## config.mk

```make
export PLATFORM = sky130hd
export DESIGN_NAME = serial2parallel
export DESIGN_NICKNAME = d
export VERILOG_FILES = /design/src/rtl/serial2parallel.sv
export SDC_FILE = /design/constraint.sdc
export NUM_CORES = 1
export LEC_CHECK = 0
export BUFFER_PORTS_ARGS = -buffer_cell sky130_fd_sc_hd__buf_2
export CAP_MARGIN = 20
export CELL_PAD_IN_SITES_DETAIL_PLACEMENT = 1
export CELL_PAD_IN_SITES_GLOBAL_PLACEMENT = 2
export CORE_AREA = 3 3 40 42
export CTS_CLUSTER_DIAMETER = 120
export DETAILED_ROUTE_END_ITERATION = 10
export DIE_AREA = 0 0 43 45
export HOLD_SLACK_MARGIN = 0.08
export PLACE_DENSITY_LB_ADDON = 0.1
export SKIP_LAST_GASP = 1
export SLEW_MARGIN = 10
export SYNTH_ARGS = -nofsm -noshare
export SYNTH_HDL_FRONTEND = slang
export SYNTH_SLANG_ARGS = --single-unit
```

## constraint.sdc

```tcl
create_clock -name clk_sig -period 2 [get_ports clk_sig]
set_input_delay 0.4 -clock clk_sig [delete_from_list [all_inputs] [get_ports clk_sig]]
set_output_delay 0.4 -clock clk_sig [all_outputs]
set_load 0.05 [all_outputs]
```

## src/rtl/serial2parallel.sv

```systemverilog
// Serial-to-parallel converter: rebuilds WIDTH-bit words from a sync-aligned bit stream.
// Optional macro S2P_LSB_FIRST_EN selects LSB-first word assembly (default MSB-first).
module serial2parallel #(
    parameter int unsigned WIDTH = 2
) (
    input  logic             clk_sig,
    input  logic             reset_sig,
    input  logic             serial_sig,
    input  logic             sync_sig,
    output logic [WIDTH-1:0] parallel_sig,
    output logic             valid_sig,
    output logic             locked_sig,
    output logic             align_err_sig
);

    localparam int unsigned     CW   = $clog2(WIDTH);
    localparam logic [CW-1:0]   LAST = CW'(WIDTH - 1);
    localparam logic [CW-1:0]   ONE  = CW'(1);

    localparam logic [0:0] HUNT = 1'b0;
    localparam logic [0:0] RUN  = 1'b1;

    logic [0:0]       r_state;
    logic [CW-1:0]    r_cnt;
    logic [WIDTH-1:0] r_shift;
    logic             r_done;
    logic [WIDTH-1:0] r_par;
    logic             r_valid;
    logic             r_err;

    logic [WIDTH-1:0] w_first_word;
    logic [WIDTH-1:0] w_shifted;

`ifdef S2P_LSB_FIRST_EN
    // First bit enters at the top and walks down to bit 0 by the end of the word.
    assign w_first_word = {serial_sig, {(WIDTH-1){1'b0}}};
    assign w_shifted    = {serial_sig, r_shift[WIDTH-1:1]};
`else
    assign w_first_word = {{(WIDTH-1){1'b0}}, serial_sig};
    assign w_shifted    = {r_shift[WIDTH-2:0], serial_sig};
`endif

    always_ff @(posedge clk_sig) begin
        if (reset_sig) begin
            r_state <= HUNT;
            r_cnt   <= '0;
            r_shift <= '0;
            r_done  <= 1'b0;
            r_par   <= '0;
            r_valid <= 1'b0;
            r_err   <= 1'b0;
        end else begin
            // A word completed last edge is published one clock after its last bit.
            r_valid <= r_done;
            if (r_done)
                r_par <= r_shift;
            r_done <= 1'b0;
            r_err  <= 1'b0;

            case (r_state)
                HUNT: begin
                    if (sync_sig) begin
                        r_shift <= w_first_word;
                        r_cnt   <= ONE;
                        r_state <= RUN;
                    end
                end
                default: begin
                    if (sync_sig && (r_cnt != '0)) begin
                        r_shift <= w_first_word;
                        r_cnt   <= ONE;
                        r_err   <= 1'b1;
                    end else begin
                        r_shift <= (r_cnt == '0) ? w_first_word : w_shifted;
                        if (r_cnt == LAST) begin
                            r_cnt  <= '0;
                            r_done <= 1'b1;
                        end else begin
                            r_cnt <= r_cnt + ONE;
                        end
                    end
                end
            endcase
        end
    end

    assign parallel_sig  = r_par;
    assign valid_sig     = r_valid;
    assign locked_sig    = (r_state == RUN);
    assign align_err_sig = r_err;

endmodule

```

# Yosys cells after proc, flatten, opt, wreduce, memory -nomap -nowiden

Index checks and enable logic that the tools add are counted.
W data, S select, Z words.

Bits in registers: 9
Input bits: 4
Logic and storage cells: 25

$add $sub $neg: 1
Mux-type cells: 12
Bitwise logic cells: 1
Reduce and logical (&&, ||, !) cells: 4

Operator list:

| cell                  | number |
|---|---|
| $mux W1               | 8 |
| $mux W2               | 4 |
| $reduce_or A3 Y1      | 1 |
| $reduce_bool A2 Y1    | 1 |
| $reduce_or A2 Y1      | 1 |
| $add A1 B1 Y1 const B | 1 |
| $logic_and A1 B1 Y1   | 1 |
| $not A1 Y1            | 1 |

# Longest topological paths before layout

Depth in word-level cells: 4
Depth in mapped cells: 2
Mapped depth without buffers: 2

# Least setup slack after synthesis

OpenSTA, ideal clock, no wires.

Path kind: reg-to-reg
Start point: reg r_state, in the netlist locked_sig
End point: reg r_shift[1]
Data arrival time: 1.054 ns
Required time: 1.914 ns
Slack: 0.861 ns
Stages on the path, launching flop included: 3
Clock period less this slack: 1.139 ns
Path through: dfxtp_1 -> nand3_1 -> a211oi_1

Longest elaborated chain between the ends: 1
Elaborated cells between the ends (all ways): 2
Those cells by class: 1 x mux; 1 x reduce/logical

RTL lines:

| element                                              | line | RTL |
|---|---|---|
| start, declared                                      | 23   | `logic [0:0] r_state;` |
| start signal, assigned                               | 45   | `r_state <= HUNT;` |
| start signal, assigned                               | 65   | `r_state <= RUN;` |
| $mux W2 / $reduce_bool A2 Y1 (equally long branches) | --   |  |
| end signal, assigned                                 | 63   | `r_shift <= w_first_word;` |
| end signal, assigned                                 | 70   | `r_shift <= w_first_word;` |
| end signal, assigned                                 | 74   | `r_shift <= (r_cnt == '0) ? w_first_word : w_shifted;` |
| end, declared                                        | 25   | `logic [WIDTH-1:0] r_shift;` |

Parallel ways exist; a longest one is shown, timed or not.
A chain may end at the register's enable or synchronous reset.

# Worst setup path in the final report

Start point: reg r_state, in the netlist locked_sig
End point: out locked_sig

RTL lines:

| element       | line | RTL |
|---|---|---|
| end, declared | 12   | `output logic locked_sig,` |

No word-level cell between the ends.

==> flow_metrics.env <==
export IMPL_synthesis_area_um2=294.0
export IMPL_fillers=160
export IMPL_cts_hold_buf=0
export IMPL_finalWeightedCongestion=0.6971
export IMPL_crit_type="reg2out"
export IMPL_grt_antenna_before_repair=0
export IMPL_antenna_left=0
export IMPL_switching_share=0.2328
export IMPL_clock_path_buffers=2
export IMPL_p_int_mw=0.2716
export IMPL_final_nets=45
export IMPL_cp_required_ps=1600
export IMPL_grt_remaining_overflow=0
export IMPL_mostFrequentLayoutCells="dfxtp_1 (9), buf_2 (8), nor2_1 (4)"
export IMPL_drive_gt1_frac=0.2750
export IMPL_slew_viol_final=0
export IMPL_start_util=0.2288
export IMPL_grt_setup_unrepaired="false"
export IMPL_seqPwrFrac=0.541
export IMPL_tritoncts="yes"
export IMPL_grt_pass1_vias=237
export IMPL_hold_viol=0
export IMPL_fin_area_um2=375.4
export IMPL_finalSetupViolCount=0
export IMPL_comb_power_share=0.075
export IMPL_ys_ff_latch=9
export IMPL_vias=226
export IMPL_syn_inst=29
export IMPL_startpoint_type="register"
export IMPL_clk_pin_slew_ps=60
export IMPL_htree_levels=1
export IMPL_groute_usage_overall=0.07339
export IMPL_cts_setup_buffers=0
export IMPL_hp_class="in2reg"
export IMPL_area_growth_pct=27.66
export IMPL_clock_root_buffer="clkbuf_4"
export IMPL_synthDistinctLibCells=15
export IMPL_die_width_um=43
export IMPL_die_area_um2=1935
export IMPL_wl_um=588
export IMPL_layout_commonest_cell="dfxtp_1"
export IMPL_grt_pass1_wl_um=1000
export IMPL_end_kind="output port"
export IMPL_irDropWorstVdd_mv=0.3032
export IMPL_drc_errors=0
export IMPL_holdPathStages=2
export IMPL_dp_hpwl_um=440.1
export IMPL_num_rows=13
export IMPL_drt_first_pass_iters=1
export IMPL_final_setup_skew_ps=3.170
export IMPL_outcome="finished clean"
export IMPL_worstPathCellList="buf_2"
export IMPL_grt_max_degree=10
export IMPL_port_buffers=8
export IMPL_cts_sinks=9
export IMPL_relSlewSlack=0.8327
export IMPL_grtUsageMet3=0.03984
export IMPL_dpl_cell_area_um2=349.1
export IMPL_die_h_um=45
export IMPL_finalSetupTns_ps=0
export IMPL_p_leak_nw=0.1567
export IMPL_use_met1=0.08717
export IMPL_worst_path_stages=1
export IMPL_period_minus_slack_ps=1411
export IMPL_period_share=0.7054
export IMPL_wl_per_cell_um=10.69
export IMPL_syn_num_nets=33
export IMPL_critPathBufInv=1
export IMPL_antenna_cells=0
export IMPL_seq_area_frac_synth=0.6128
export IMPL_avgSynthCellArea_um2=10.14
export IMPL_p_per_area_nw_per_um2=943.3
export IMPL_met2_usage=0.09880
export IMPL_critical_path_top_delay_family="flip-flops"
export IMPL_cts_resized=0
export IMPL_via_per_inst=4.109
export IMPL_worstPathArrival_ps=1010
export IMPL_r2r_cells=2
export IMPL_core_um2=1285
export IMPL_insertion_delay_ps=250
export IMPL_clkPwrFrac=0.384
export IMPL_numCtsBuffers=3
export IMPL_tightest_slew_ps=252.8
export IMPL_ios=9
export IMPL_max_cap_violations=0
export IMPL_p_switching_mw=0.08244
export IMPL_yosysWarnings=0
export IMPL_worstPathMaxFanout=8
export IMPL_grt_busiest_layer="met2"
export IMPL_drt_iter0_drc=0
export IMPL_critPathMaxStageDelay_ps=450
export IMPL_fmax_mhz=708.8
export IMPL_slowest_stage="dfxtp_1"
final timing paths:
check	from	endpoint	slack, ps
hold / removal	sync_sig	r_done	390
setup / recovery	locked_sig	locked_sig	590
setup reg to reg	locked_sig	r_shift[0]	1050
hold reg to reg	r_shift[1]	r_shift[1]	500
per-layer routing:
metal | vias up | wire length, um
li1 | 118 | -
met1 | 100 | 284
met2 | 8 | 255
met3 | 0 | 48
met4 | 0 | 0
met5 | - | 0
flip-flops by register name (all words and copies together), names as in the netlist:
name and cells:
r_shift 2, parallel_sig 2, r_cnt 1, locked_sig 1, valid_sig 1, r_done 1
align_err_sig 1
cell usage after synthesis (all sizes together):
master / n / area [um2]
a21oi: 2 / 10.01
nor2b: 1 / 6.260
xnor2: 1 / 8.760
nor3: 2 / 10.01
mux2i: 2 / 20.02
a211oi: 1 / 7.510
o21ai: 1 / 5.000
nand2: 1 / 3.750
nand3: 1 / 5.000
or3b: 1 / 8.760
nor2: 4 / 15.01
nand2b: 1 / 6.260
clkbuf: 1 / 3.750
dfxtp: 9 / 180.2
inv: 1 / 3.750
kinds of logic after synthesis:
kind of cell | after synthesis | share of synthesized area
AND/OR/NAND/NOR | 11 | 0.1872
XOR/XNOR | 1 | 0.02979
multiplexers | 2 | 0.06809
flip-flops | 9 | 0.6128
AO/OA/AOI/OAI | 4 | 0.07659
buffers and inverters | 2 | 0.02551
metrics by stage:
stage	power, mW	cells	util	hold WS [ps]	worst slack, ps
2_1_floorplan	0.2135	29	-	447.9	860.9
3_3_place_gp	0.2221	51	0.2717	469.0	880.9
3_5_place_dp	0.2225	51	0.2717	493.1	857.5
4_1_cts	0.3629	55	0.2921	384.3	572.5
5_1_grt	0.3788	55	0.2921	384.5	518.5
6_report	0.3541	55	0.2921	392.7	589.3
final cells by class:
type	instances	area, um2	area share
flip-flops and latches	9	180.2	0.4800
well taps	15	18.77	0.05000
clock buffers	4	26.28	0.07000
inverters	1	3.754	0.01000
repair buffers	8	40.04	0.1067
multi-input cells	18	106.4	0.2833
power groups by stage:
stage	clock network, mW	logic [mW]	registers, mW
final	0.136	0.0267	0.192
after global routing	0.158	0.0286	0.193
after CTS	0.144	0.0271	0.192
after detailed placement	0	0.0270	0.195
after global placement	0	0.0270	0.195
after floorplan	0	0.0115	0.202
No activity file was read; power rests on OpenSTA's default activity.
